`src/rtl/huff_encoder.sv`:
```
// Builds a Huffman code table from up to MAX_STRING_LENGTH weighted bytes, one merge or encode step per edge.
// done rises 2 + 2*(U-1) edges after reset release; inputs are sampled once and then ignored until reset.
module huff_encoder #(
  parameter int MAX_STRING_LENGTH = 3,
  parameter int MAX_CHAR_COUNT    = 3
) (
  input  logic                                               clk,
  input  logic                                               reset,
  input  logic [0:MAX_STRING_LENGTH-1][7:0]                  data_in,
  input  logic [0:MAX_STRING_LENGTH-1][2:0]                  freq_in,
  output logic [0:MAX_CHAR_COUNT-1][MAX_CHAR_COUNT-1:0]      encoded_value,
  output logic [0:MAX_CHAR_COUNT-1][MAX_CHAR_COUNT-1:0]      encoded_mask,
  output logic [0:MAX_CHAR_COUNT-1][7:0]                     character,
  output logic                                               done
);
  localparam int L  = MAX_STRING_LENGTH;
  localparam int C  = MAX_CHAR_COUNT;
  localparam int N  = 2 * C - 1;
  localparam int NW = $clog2(N + 1);
  localparam int WW = 3 + $clog2(L);
  localparam int UW = $clog2(C + 1);

  typedef enum logic [2:0] {IDLE, INIT, MERGE, ENCODE, DONE} state_t;

  state_t                r_state;
  logic [0:L-1][7:0]     r_din;
  logic [0:L-1][2:0]     r_fin;
  logic [7:0]            r_chr  [C];
  logic [WW-1:0]         r_w    [N];
  logic [N-1:0]          r_live;
  logic [NW-1:0]         r_c0   [N];
  logic [NW-1:0]         r_c1   [N];
  logic [C-1:0]          r_code [N];
  logic [UW-1:0]         r_len  [N];
  logic [UW-1:0]         r_nu;
  logic [NW-1:0]         r_nn;
  logic [NW-1:0]         r_k;
  logic [NW-1:0]         r_cnt;

  logic [7:0]            w_lchr [C];
  logic [WW-1:0]         w_lw   [C];
  logic [UW-1:0]         w_nu;
  logic [NW-1:0]         w_m1;
  logic [NW-1:0]         w_m2;
  logic [C-1:0]          w_code_nx [N];
  logic [UW-1:0]         w_len_nx  [N];

  function automatic logic [C-1:0] len2mask(input logic [UW-1:0] len);
    logic [C-1:0] m;
    for (int b = 0; b < C; b++) m[b] = (b < int'(len));
    return m;
  endfunction

  // Leaf list: first appearance order, duplicates folded, overflow symbols dropped.
  always_comb begin : leaves
    logic hit;
    w_nu = '0;
    hit  = 1'b0;
    for (int j = 0; j < C; j++) begin
      w_lchr[j] = '0;
      w_lw[j]   = '0;
    end
    for (int s = 0; s < L; s++) begin
      if (r_din[s] != 8'h00 && r_fin[s] != 3'd0) begin
        hit = 1'b0;
        for (int j = 0; j < C; j++) begin
          if (UW'(j) < w_nu && w_lchr[j] == r_din[s]) begin
            w_lw[j] = w_lw[j] + WW'(r_fin[s]);
            hit     = 1'b1;
          end
        end
        if (!hit && w_nu < UW'(C)) begin
          w_lchr[w_nu] = r_din[s];
          w_lw[w_nu]   = WW'(r_fin[s]);
          w_nu         = w_nu + UW'(1);
        end
      end
    end
  end

  // Two lightest live nodes; strict compare in ascending order gives ties to the lower index.
  always_comb begin : pick
    logic          f1, f2;
    logic [WW-1:0] b1, b2;
    f1 = 1'b0; f2 = 1'b0; b1 = '0; b2 = '0;
    w_m1 = '0; w_m2 = '0;
    for (int i = 0; i < N; i++) begin
      if (r_live[i] && (!f1 || r_w[i] < b1)) begin
        f1 = 1'b1; b1 = r_w[i]; w_m1 = NW'(i);
      end
    end
    for (int i = 0; i < N; i++) begin
      if (r_live[i] && NW'(i) != w_m1 && (!f2 || r_w[i] < b2)) begin
        f2 = 1'b1; b2 = r_w[i]; w_m2 = NW'(i);
      end
    end
  end

  always_comb begin : enc
    w_code_nx = r_code;
    w_len_nx  = r_len;
    w_code_nx[r_c0[r_k]] = r_code[r_k] << 1;
    w_len_nx[r_c0[r_k]]  = r_len[r_k] + UW'(1);
    w_code_nx[r_c1[r_k]] = (r_code[r_k] << 1) | C'(1);
    w_len_nx[r_c1[r_k]]  = r_len[r_k] + UW'(1);
  end

  always_ff @(posedge clk) begin
    if (reset) begin
      r_state       <= IDLE;
      encoded_value <= '0;
      encoded_mask  <= '0;
      character     <= '0;
      done          <= 1'b0;
    end else begin
      case (r_state)
        IDLE: begin
          r_din   <= data_in;
          r_fin   <= freq_in;
          r_state <= INIT;
        end
        INIT: begin
          for (int i = 0; i < N; i++) begin
            r_w[i]    <= '0;
            r_live[i] <= (i < int'(w_nu));
            r_code[i] <= '0;
            r_len[i]  <= '0;
          end
          for (int i = 0; i < C; i++) begin
            r_w[i]   <= w_lw[i];
            r_chr[i] <= w_lchr[i];
          end
          r_nu  <= w_nu;
          r_nn  <= NW'(w_nu);
          r_cnt <= NW'(w_nu) - NW'(1);
          if (w_nu >= UW'(2)) begin
            r_state <= MERGE;
          end else begin
            r_state <= DONE;
            done    <= 1'b1;
            for (int i = 0; i < C; i++) character[i] <= w_lchr[i];
          end
        end
        MERGE: begin
          r_w[r_nn]    <= r_w[w_m1] + r_w[w_m2];
          r_live[r_nn] <= 1'b1;
          r_live[w_m1] <= 1'b0;
          r_live[w_m2] <= 1'b0;
          r_c0[r_nn]   <= w_m1;
          r_c1[r_nn]   <= w_m2;
          r_nn         <= r_nn + NW'(1);
          if (r_cnt == NW'(1)) begin
            r_state <= ENCODE;
            r_k     <= r_nn;
            r_cnt   <= NW'(r_nu) - NW'(1);
          end else begin
            r_cnt <= r_cnt - NW'(1);
          end
        end
        ENCODE: begin
          r_code <= w_code_nx;
          r_len  <= w_len_nx;
          r_k    <= r_k - NW'(1);
          r_cnt  <= r_cnt - NW'(1);
          if (r_cnt == NW'(1)) begin
            r_state <= DONE;
            done    <= 1'b1;
            // Indices >= U in the node table are internal nodes, not symbols.
            for (int i = 0; i < C; i++) begin
              character[i] <= r_chr[i];
              if (i < int'(r_nu)) begin
                encoded_value[i] <= w_code_nx[i];
                encoded_mask[i]  <= len2mask(w_len_nx[i]);
              end else begin
                encoded_value[i] <= '0;
                encoded_mask[i]  <= '0;
              end
            end
          end
        end
        default: r_state <= DONE;
      endcase
    end
  end
endmodule

```
`config.mk`:
```
export PLATFORM = sky130hd
export DESIGN_NAME = huff_encoder
export DESIGN_NICKNAME = d
export VERILOG_FILES = /design/src/rtl/huff_encoder.sv
export SDC_FILE = /design/constraint.sdc
export NUM_CORES = 1
export LEC_CHECK = 0
export ABC_AREA = 1
export CORE_ASPECT_RATIO = 1.1
export CORE_MARGIN = 2
export CORE_UTILIZATION = 54
export DETAILED_ROUTE_END_ITERATION = 12
export GPL_ROUTABILITY_DRIVEN = 0
export PLACE_DENSITY_LB_ADDON = 0.08
export RECOVER_POWER = 25
export SYNTH_ARGS = -nofsm -noshare
export SYNTH_HDL_FRONTEND = slang
export SYNTH_SLANG_ARGS = --single-unit
```
`constraint.sdc`:
```
create_clock -name clk -period 12.62 [get_ports clk]
set_input_delay 1.262 -clock clk [delete_from_list [all_inputs] [get_ports clk]]
set_output_delay 1.262 -clock clk [all_outputs]
set_load 0.1 [all_outputs]
```
==> results.py <==
metrics = {
    "place": {
        "dp_hpwl_um": 21290,
        "placed_cells": 1695,
        "portBuffers": 77,
    },
    "drt": {
        "wl_um": 29110,
        "via_per_inst": 5.570,
        "dr.pass1.iters": 8,
        "post_drt_wl_per_cell_um": 16.73,
        "final_antenna_net_count": 0,
        "drc": 0,
        "via_count": 9691,
        "drtIter0Drc": 847,
    },
    "grt": {
        "track_usage": 0.2665,
        "grt_pass1_wl_um": 47210,
        "grt_max_degree": 50,
        "antenna_found_initial": 1,
        "grt_pass1_vias": 9436,
        "gr-total-overflow": 0,
    },
    "synthesis": {
        "syn_area_um2": 11510,
        "synth-compound-area-share": 0.1555,
        "synthXorXnorAreaFrac": 0.01902,
        "synth-simple-area-share": 0.2015,
        "ys_seq_area_frac": 0.4790,
        "synth_mux_area_frac": 0,
        "synth_top_family_by_area": "simple AND/OR/NAND/NOR gates",
        "yosys_register_bits": 200,
        "synthAdderAreaFrac": 0.07215,
        "syn_avg_cell_area_um2": 8.473,
        "postSynthCellCount": 1359,
        "ys_types": 51,
        "ys.warnings.count": 0,
        "synth_nets": 1458,
    },
    "worst_hold_path": {
        "min-delay-start": "encoded_value[1]$_SDFFE_PP0P_",
        "worstHoldPathCells": 2,
        "hold_class": "reg2reg",
    },
    "timing": {
        "slew_headroom": -0.1347,
        "finalSetupViolations": 0,
        "worst_slew_pin_slew_ns": 1.702,
        "fin_crit_sh": 0.9227,
        "drv_slew": 34,
        "hold_viol": 0,
        "finalCriticalPeriod_ns": 11.64,
        "fmax_mhz": 85.88,
        "skew_ns": 0.02245,
    },
    "worst_setup_path": {
        "worstPathRequired_ns": 12.82,
        "r2r-start": "r_live[0]$_DFFE_PP_",
        "critPathLaunchType": "register",
        "arrival_ns": 11.84,
        "worst_path_max_delay_cell": "edfxtp_1",
        "ff2ff_setup_slack_ns": 0.98,
        "worst_setup_path_end_kind": "register",
        "critPathKind": "reg2reg",
        "rr_worst_depth": 88,
        "critPathMaxFanout": 11,
        "crit_top_cell": "nand2_1",
        "crit_path_start": "r_live[0]$_DFFE_PP_",
        "slowest_delay_ns": 0.46,
    },
    "die": {
        "core-area_um2": 21160,
        "die-width_um": 143.2,
        "fp.dieH_um": 157.2,
        "fp.dieArea_um2": 22510,
        "num_io_pins": 78,
        "initial_core_util": 0.5442,
        "rows": 56,
    },
    "clocking": {
        "cts.sinks": 200,
        "hold_buffers": 0,
        "root_buffer": "clkbuf_16",
        "cts_tree": "yes",
        "cts_buffer_depth": 2,
        "clk_latency_ns": 0.45,
        "cts_buffers": 17,
        "cts-htree-levels": 4,
        "path_clk_slew_ns": 0.08,
    },
    "run_status": {
        "violations": "capacitance limit, slew limit",
        "status": "complete, but fails checks",
    },
    "layout": {
        "final_common_cell": "nand2_1",
        "layout-drive-gt1-share": 0.07453,
        "area_delta_synth_final_pct": 15.23,
        "n_fill_cell": 1890,
        "nets": 1535,
        "fin_cells": 1740,
        "layout_common_cells": "311 x nand2_1, 161 x inv_1, 151 x edfxtp_1, 138 x nor2_1, 127 x o21ai_0",
    },
    "job": {
        "drv_cap": 1,
    },
}
[final cells by class]
class	count	area [um^2]	area share
flip-flops and latches	200	5515	0.4157
multi-input cells	946	5206	0.3924
repair buffers	95	895.9	0.06752
inverters	176	668.1	0.05035
clock buffers	18	450.4	0.03395
well taps	290	362.8	0.02735
clock inverters	14	167.7	0.01264
diodes	1	2.502	0.0001886
[through the flow]
stage / area [um^2] / util / hold WS, ns / setup TNS, ns / setup slack (ns)
after detailed placement: 12530 / 0.5921 / 0.4589 / 0 / 0.4708
after floorplan: 11510 / - / 0.5110 / 0 / 1.688
final: 13270 / 0.6271 / 0.4700 / 0 / 0.9757
after global routing: 13270 / 0.6270 / 0.4916 / -0.04750 / -0.01480
after CTS: 13150 / 0.6213 / 0.4712 / 0 / 0.4181
after global placement: 12530 / 0.5921 / 0.4566 / 0 / 0.8666
[worst max-delay path: cells and delay by family (launching register included)]
family,cells,cell delay (ns)
and+or+nand+nor,48,4.12
buffers and inverters,9,0.67
xor gates and xnor gates,1,0.18
adders and majority gates,10,2.99
AOI/OAI and AO/OA,20,2.92
DFF,1,0.46
[repair_timing]
action                     in CTS  in global routing
setup endpoints to repair       0                 25
setup buffers                   0                 12
resized for setup               0                 19
[routing by layer]
metal	track usage	share of wire
met2	0.4650	0.50
met5	0	0
met3	0.04685	0.053
met1	0.3362	0.42
met4	0.08683	0.027
[synth_stat cells, drive strengths merged]
library cell	instances	area (um^2)
a2111oi	1	8.760
a211oi	11	82.58
a21o	1	7.510
a21oi	68	340.3
a221o	1	10.01
a221oi	8	70.07
a22oi	1	7.510
a2bb2oi	1	8.760
a31o	2	17.52
a31oi	26	162.7
a32o	1	10.01
buf	12	80.07
clkbuf	25	93.84
clkinv	3	11.26
dfxtp	49	980.9
edfxtp	151	4534
fa	4	80.08
ha	60	750.7
inv	173	654.4
nand2	331	1318
nand3	40	225.2
nand4	7	50.05
nor2	149	610.6
nor3	12	60.06
nor4	4	25.02
o2111a	1	11.26
o211ai	14	105.1
o21a	2	15.01
o21ai	141	709.4
o21bai	1	7.510
o221ai	5	43.79
o22ai	15	93.84
o311ai	1	8.760
o32ai	8	70.07
or2	5	31.28
xnor2	4	35.03
xor2	21	183.9
[worst paths after layout]
check	end
hold reg to reg	encoded_value[1]$_SDFFE_PP0P_
hold / removal	encoded_value[1]$_SDFFE_PP0P_
setup reg to reg	r_w[4][4]$_SDFFCE_PN0P_
setup / recovery	r_w[4][4]$_SDFFCE_PN0P_
[cell families after synthesis]
family / count (synthesis)
AOI/OAI and AO/OA: 309
xor gates and xnor gates: 25
adders and majority gates: 64
buffers and inverters: 213
DFF: 200
and+or+nand+nor: 548
[sequential cells by signal, summed over array words and instances, names as in the netlist, 5 cells and up, named ones only]
register and flops:
r_c0 15, encoded_value 9, r_din 24, r_live 5, r_fin 9, encoded_mask 9, r_code 13, r_chr 24
r_c1 15, r_len 10, character 24, r_w 25
Power is left out: the tool's default activity adds up to more than one toggle a clock period on the data nets, which glitch-free logic cannot reach.
